<file path="config.mk">
export PLATFORM = sky130hd
export DESIGN_NAME = alu_muldiv
export DESIGN_NICKNAME = d
export VERILOG_FILES = /design/src/rtl/alu_muldiv.sv
export SDC_FILE = /design/constraint.sdc
export NUM_CORES = 1
export LEC_CHECK = 0
export BUFFER_PORTS_ARGS = -buffer_cell sky130_fd_sc_hd__buf_2
export CAP_MARGIN = 20
export CORE_MARGIN = 3
export CORE_UTILIZATION = 40
export DETAILED_ROUTE_END_ITERATION = 8
export PLACE_DENSITY = 0.58
export SETUP_SLACK_MARGIN = 0.05
export SYNTH_ARGS = -nofsm -noshare
export SYNTH_HDL_FRONTEND = slang
export SYNTH_SLANG_ARGS = --single-unit
</file>
<file path="constraint.sdc">
create_clock -name clk -period 1.8 [get_ports clk]
set_input_delay 0.18 -clock clk [delete_from_list [all_inputs] [get_ports clk]]
set_output_delay 0.18 -clock clk [all_outputs]
set_load 0.05 [all_outputs]
</file>
<file path="src/rtl/alu_muldiv.sv">
// alu_muldiv: registered RISC-V execute-stage ALU with an optional radix-2
// multiply/divide engine. Define ALU_MULDIV_EN to build the M-extension
// engine; without it every Operation[4]=1 code returns 0 in one cycle.
module alu_muldiv #(
   parameter int DATA_WIDTH    = 32,
   parameter int OPCODE_LENGTH = 5
) (
   input  logic                     clk,
   input  logic                     reset,
   input  logic                     in_valid,
   output logic                     in_ready,
   input  logic [DATA_WIDTH-1:0]    SrcA,
   input  logic [DATA_WIDTH-1:0]    SrcB,
   input  logic [OPCODE_LENGTH-1:0] Operation,
   output logic                     out_valid,
   output logic [DATA_WIDTH-1:0]    ALUResult,
   output logic                     busy
);
   localparam int SHW = $clog2(DATA_WIDTH);

   logic [4:0]            opc;
   logic [SHW-1:0]        shamt;
   logic [DATA_WIDTH-1:0] base_res;

   assign opc   = Operation[4:0];
   assign shamt = SrcB[SHW-1:0];

   // Single-cycle base operations; unlisted codes (including the M group) give 0
   always_comb begin
      base_res = '0;
      case (opc)
         5'b00000: base_res = SrcA & SrcB;
         5'b00001: base_res = SrcA | SrcB;
         5'b00101: base_res = SrcA + SrcB;
         5'b00011: base_res = SrcA - SrcB;
         5'b00100: base_res = SrcA ^ SrcB;
         5'b00010: base_res = $unsigned($signed(SrcA) >>> shamt);
         5'b01100: base_res = SrcA >> shamt;
         5'b01101: base_res = SrcA << shamt;
         5'b01000: base_res[0] = (SrcA == SrcB);
         5'b01001: base_res[0] = (SrcA != SrcB);
         5'b01010: base_res[0] = ($signed(SrcA) < $signed(SrcB));
         5'b01011: base_res[0] = ($signed(SrcA) >= $signed(SrcB));
         5'b01110: base_res[0] = ($signed(SrcA) < $signed(SrcB));
         5'b00110: base_res[0] = (SrcA < SrcB);
         default:  base_res = '0;
      endcase
   end

`ifdef ALU_MULDIV_EN
   typedef enum logic [1:0] {IDLE, CALC, FIX} state_t;

   state_t                state;
   logic [DATA_WIDTH-1:0] cnt;
   logic [DATA_WIDTH-1:0] hi;    // product high word / partial remainder
   logic [DATA_WIDTH-1:0] lo;    // multiplier, then product low / quotient
   logic [DATA_WIDTH-1:0] mop;   // multiplicand or divisor magnitude
   logic [2:0]            op_q;
   logic                  sa;
   logic                  sb;
   logic                  dz;

   logic                  m_code;
   logic                  sgn;
   logic                  a_neg;
   logic                  b_neg;
   logic [DATA_WIDTH-1:0] mag_a;
   logic [DATA_WIDTH-1:0] mag_b;
   logic [DATA_WIDTH:0]   mul_sum;
   logic [DATA_WIDTH:0]   div_sh;
   logic [DATA_WIDTH:0]   div_diff;
   logic [DATA_WIDTH-1:0] fix_res;

   assign in_ready = (state == IDLE);
   assign busy     = (state != IDLE);

   // Operand decode and per-iteration datapath for the iterative engine
   always_comb begin
      m_code   = (opc[4:3] == 2'b10) && (opc[2:0] != 3'b011);
      sgn      = (opc[2:0] == 3'b001) || (opc[2] && !opc[0]);
      a_neg    = sgn && SrcA[DATA_WIDTH-1];
      b_neg    = sgn && SrcB[DATA_WIDTH-1];
      mag_a    = a_neg ? -SrcA : SrcA;
      mag_b    = b_neg ? -SrcB : SrcB;
      mul_sum  = {1'b0, hi};
      if (lo[0]) mul_sum = {1'b0, hi} + {1'b0, mop};
      div_sh   = {hi, lo[DATA_WIDTH-1]};
      div_diff = div_sh - {1'b0, mop};
   end

   // Sign correction; high word of -{hi,lo} is ~hi plus the carry out of ~lo+1
   always_comb begin
      fix_res = '0;
      case (op_q)
         3'b000: fix_res = lo;
         3'b001: fix_res = (sa ^ sb) ? (~hi + DATA_WIDTH'(lo == '0)) : hi;
         3'b010: fix_res = hi;
         3'b100: fix_res = dz ? '1 : ((sa ^ sb) ? -lo : lo);
         3'b101: fix_res = dz ? '1 : lo;
         3'b110: fix_res = sa ? -hi : hi;
         3'b111: fix_res = hi;
         default: fix_res = '0;
      endcase
   end

   // Control FSM and engine registers: IDLE accepts, CALC iterates, FIX emits
   always_ff @(posedge clk or posedge reset) begin
      if (reset) begin
         state     <= IDLE;
         out_valid <= 1'b0;
         ALUResult <= '0;
         cnt       <= '0;
         hi        <= '0;
         lo        <= '0;
         mop       <= '0;
         op_q      <= '0;
         sa        <= 1'b0;
         sb        <= 1'b0;
         dz        <= 1'b0;
      end else begin
         case (state)
            IDLE: begin
               out_valid <= 1'b0;
               if (in_valid) begin
                  if (m_code) begin
                     state <= CALC;
                     cnt   <= '0;
                     hi    <= '0;
                     lo    <= opc[2] ? mag_a : mag_b;
                     mop   <= opc[2] ? mag_b : mag_a;
                     op_q  <= opc[2:0];
                     sa    <= a_neg;
                     sb    <= b_neg;
                     dz    <= (SrcB == '0);
                  end else begin
                     out_valid <= 1'b1;
                     ALUResult <= base_res;
                  end
               end
            end
            CALC: begin
               if (op_q[2]) begin
                  if (!div_diff[DATA_WIDTH]) begin
                     hi <= div_diff[DATA_WIDTH-1:0];
                     lo <= {lo[DATA_WIDTH-2:0], 1'b1};
                  end else begin
                     hi <= div_sh[DATA_WIDTH-1:0];
                     lo <= {lo[DATA_WIDTH-2:0], 1'b0};
                  end
               end else begin
                  hi <= mul_sum[DATA_WIDTH:1];
                  lo <= {mul_sum[0], lo[DATA_WIDTH-1:1]};
               end
               cnt <= cnt + 1'b1;
               if (cnt == DATA_WIDTH'(DATA_WIDTH - 1)) state <= FIX;
            end
            FIX: begin
               ALUResult <= fix_res;
               out_valid <= 1'b1;
               state     <= IDLE;
            end
            default: state <= IDLE;
         endcase
      end
   end
`else
   assign in_ready = 1'b1;
   assign busy     = 1'b0;

   // Every operation, including M-group codes (which decode to 0), completes in one cycle
   always_ff @(posedge clk or posedge reset) begin
      if (reset) begin
         out_valid <= 1'b0;
         ALUResult <= '0;
      end else begin
         out_valid <= in_valid;
         if (in_valid) ALUResult <= base_res;
      end
   end
`endif

endmodule

</file>
==> results.yml <==
outcome:
  status: "finished with violations"
  violations: "setup timing"
grt:
  grt_max_degree: 54
  gr-usage-all-layers: 0.365
  grt_overflow: 0
  grt_busiest_layer: "met2"
  grt_pass1_vias: 13620
  grt_pass1_wl_microns: 80000
  gr-usage-met2: 0.572
  antenna_found_initial: 0
  use_met1: 0.498
  grt.met3_usage: 0.0721
yosys:
  synth.top_cells.by_count: "nor2_1 (161), a21oi_1 (129), nand2_1 (109)"
  synthCells: 1399
  ys_seq_area_frac: 0.0805
  synth-seq-cells: 33
  synth_cell_types: 98
  yosysTopAreaCell: "ha_1"
  yosys-top-cells-area: "ha_1 (12%), mux4_2 (10%), dfrtp_1 (8.0%)"
  synth_nets: 1571
  synth_edf_count: 0
  synth_area_per_cell_sq_um: 7.33
  synth.most_common_cell: "nor2_1"
  synth_flop_cell: "dfrtp_1"
  async_reset_ff_frac: 1.00
  netlist_area_sq_mm: 0.0103
  yosys_warnings: 0
  synth_top_area_frac: 0.120
worst_hold_path:
  hold_path.class: "input pin to asynchronous set/reset pin"
placement:
  globalplace.congestion: 1.04
  placed_cell_area_sq_mm: 0.0148
  io_buffer_count: 104
  place_ws_ns: -1.22
  dp.final_hpwl_microns: 40300
power_and_ir_drop:
  pwr_density_cell_mw_per_mm2: 396
  ir_worst_vdd_uv: 332
  leakagePower_uw: 0.00789
floorplanning:
  chipWidth_microns: 166
  rows: 57
  coreArea_sq_mm: 0.0247
  io_pins: 107
  die_h_microns: 166
  initial_core_util: 0.415
  die_area_sq_mm: 0.0276
run:
  cap_violations: 0
setup_path:
  critPathCaptureType: "flop"
  start_kind: "input pin"
  required_ns: 2.01
  worst_r2r_endpoint: "ALUResult[28]"
  r2r-start: "ALUResult[28]"
  worst-path-max-fanout: 4
  r2r_cells: 5
  crit_start: "SrcA[5]"
  r2r_slack_ns: -0.05
  cp_data_arrival_time_ns: 2.71
  critPathKind: "input pin to flop"
sta:
  holdWs_ns: 0.0148
  period_share: 1.39
  maxSlewHeadroom: 0.548
  worstMarginPinSlew_ns: 0.672
  finalSetupViolations: 32
  slew_violations: 0
  rsz0062_at_grt: "yes"
  period_needed_ns: 2.49
  finClkSkew_ns: 0
  finalHoldViolCount: 0
  setup_ws_ns: -0.693
  fmax_mhz: 401
finish:
  drive_gt1_frac: 0.499
  antenna_cells: 0
  areaGrowthSynthToFinish_pct: 66.2
  final_area_sq_mm: 0.0171
  seqCellArea_sq_um: 826
  nets: 2151
  n_fill_cell: 2009
  multi_input_area_sq_mm: 0.00982
cts:
  htree_levels: 2
  cts_hold_buf: 0
  clk_path_buf_depth: 2
  path_clk_slew_ns: 0.07
  clock-sinks: 33
  cts_tree: "yes"
  root_buffer: "clkbuf_16"
  insertion_delay_ns: 0.30
  cts_buffers: 5
detailed_routing:
  drt_iter0_drc: 1840
  antenna_left: 0
  wl_microns: 53400
  drt-wirelength-per-cell_microns: 23.2
  drt_first_pass_iters: 8
  drcViolationCount: 0
  viasPerCell: 6.13
  via_count: 14113
[power by group]
part,internal [uW],total (uW),switching (uW)
clock,512,958,446
sequential,781,811,29.9
combinational,2330,4980,2640
[critical path, cell delays in order]
cell and delay, ns:
buf_6 0.09, inv_4 0.03, ha_4 0.27, buf_6 0.12, inv_4 0.03, buf_6 0.11, nor3_4 0.19, a221oi_4 0.10
buf_4 0.16, o311ai_4 0.36, a211oi_2 0.07, buf_4 0.16, o21ai_4 0.18, a31oi_2 0.11, o31a_1 0.32, a211oi_2 0.21
[metrics by stage]
step / util / std cells / setup TNS (ns) / power, uW
final: 0.689 / 2304 / -16.43 / 6740
after global routing: 0.689 / 2304 / -19.20 / 7050
after CTS: 0.652 / 2267 / -15.39 / 6260
after detailed placement: 0.597 / 2224 / -32.20 / 4880
after global placement: 0.597 / 2224 / -30.66 / 4840
after floorplan: - / 1399 / -17.46 / 3050
[what timing repair did]
item                                    CTS  global route
resized for setup                       217           145
buffers inserted                         34            40
cloned                                    2             1
endpoints found under the setup margin   32            32
pin swaps                                71            94
[metal layers]
layer / vias to the layer above / wire length [microns] / share of wire
li1: 6356 / - / -
met1: 6729 / 21800 / 0.41
met2: 853 / 23600 / 0.44
met3: 175 / 5550 / 0.10
met4: 0 / 2510 / 0.047
met5: - / 0 / 0
[cell type report]
type,count,area share
Timing Repair Buffer,682,0.318
Clock buffer,6,0.00756
Clock inverter,2,0.000587
Tap cell,324,0.0238
Multi-Input combinational cell,1154,0.576
Inverter,103,0.0259
Sequential cell,33,0.0484
[state kept, by name, summed over array words and instances (netlist names)]
name	flops
ALUResult	32
out_valid	1
[placed cells by master (no fill, tap or decap), types with 13 or more instances in the layout]
cell | netlist | final
buf_4 | 8 | 517
nor2_1 | 161 | 155
a21oi_1 | 129 | 108
nand2_1 | 109 | 103
buf_2 | 23 | 88
inv_1 | 98 | 80
ha_1 | 98 | 73
o21ai_0 | 92 | 60
buf_6 | 9 | 49
mux4_2 | 46 | 46
mux2i_1 | 49 | 36
dfrtp_1 | 33 | 33
o21ai_1 | 15 | 33
nor3_1 | 41 | 27
nand3_1 | 25 | 22
a21o_1 | 18 | 18
a21oi_2 | 1 | 17
buf_12 | 1 | 17
ha_4 | 0 | 16
a22oi_1 | 20 | 15
nand2b_1 | 13 | 13
nor3_2 | 2 | 13
a31oi_1 | 16 | 13
o211ai_1 | 13 | 13
xnor2_1 | 14 | 13
[worst max path at each step]
stage          cells past startpoint             to
2_1_floorplan                     14  ALUResult[16]
3_3_place_gp                      12  ALUResult[27]
3_5_place_dp                      12  ALUResult[27]
4_1_cts                           13  ALUResult[18]
5_1_grt                           13  ALUResult[16]
6_report                          16  ALUResult[28]
[kinds of logic after synthesis]
kind of cell               Yosys count  synth area share
buffers and inverters              212            0.0948
other                                2          0.000732
AOI/OAI and AO/OA                  497             0.329
DFF                                 33            0.0805
adders and majority gates          100             0.123
muxes                              108             0.163
xor gates and xnor gates            16            0.0137
and+or+nand+nor                    431             0.195
Note: power is estimated with default switching activity, not from simulation.
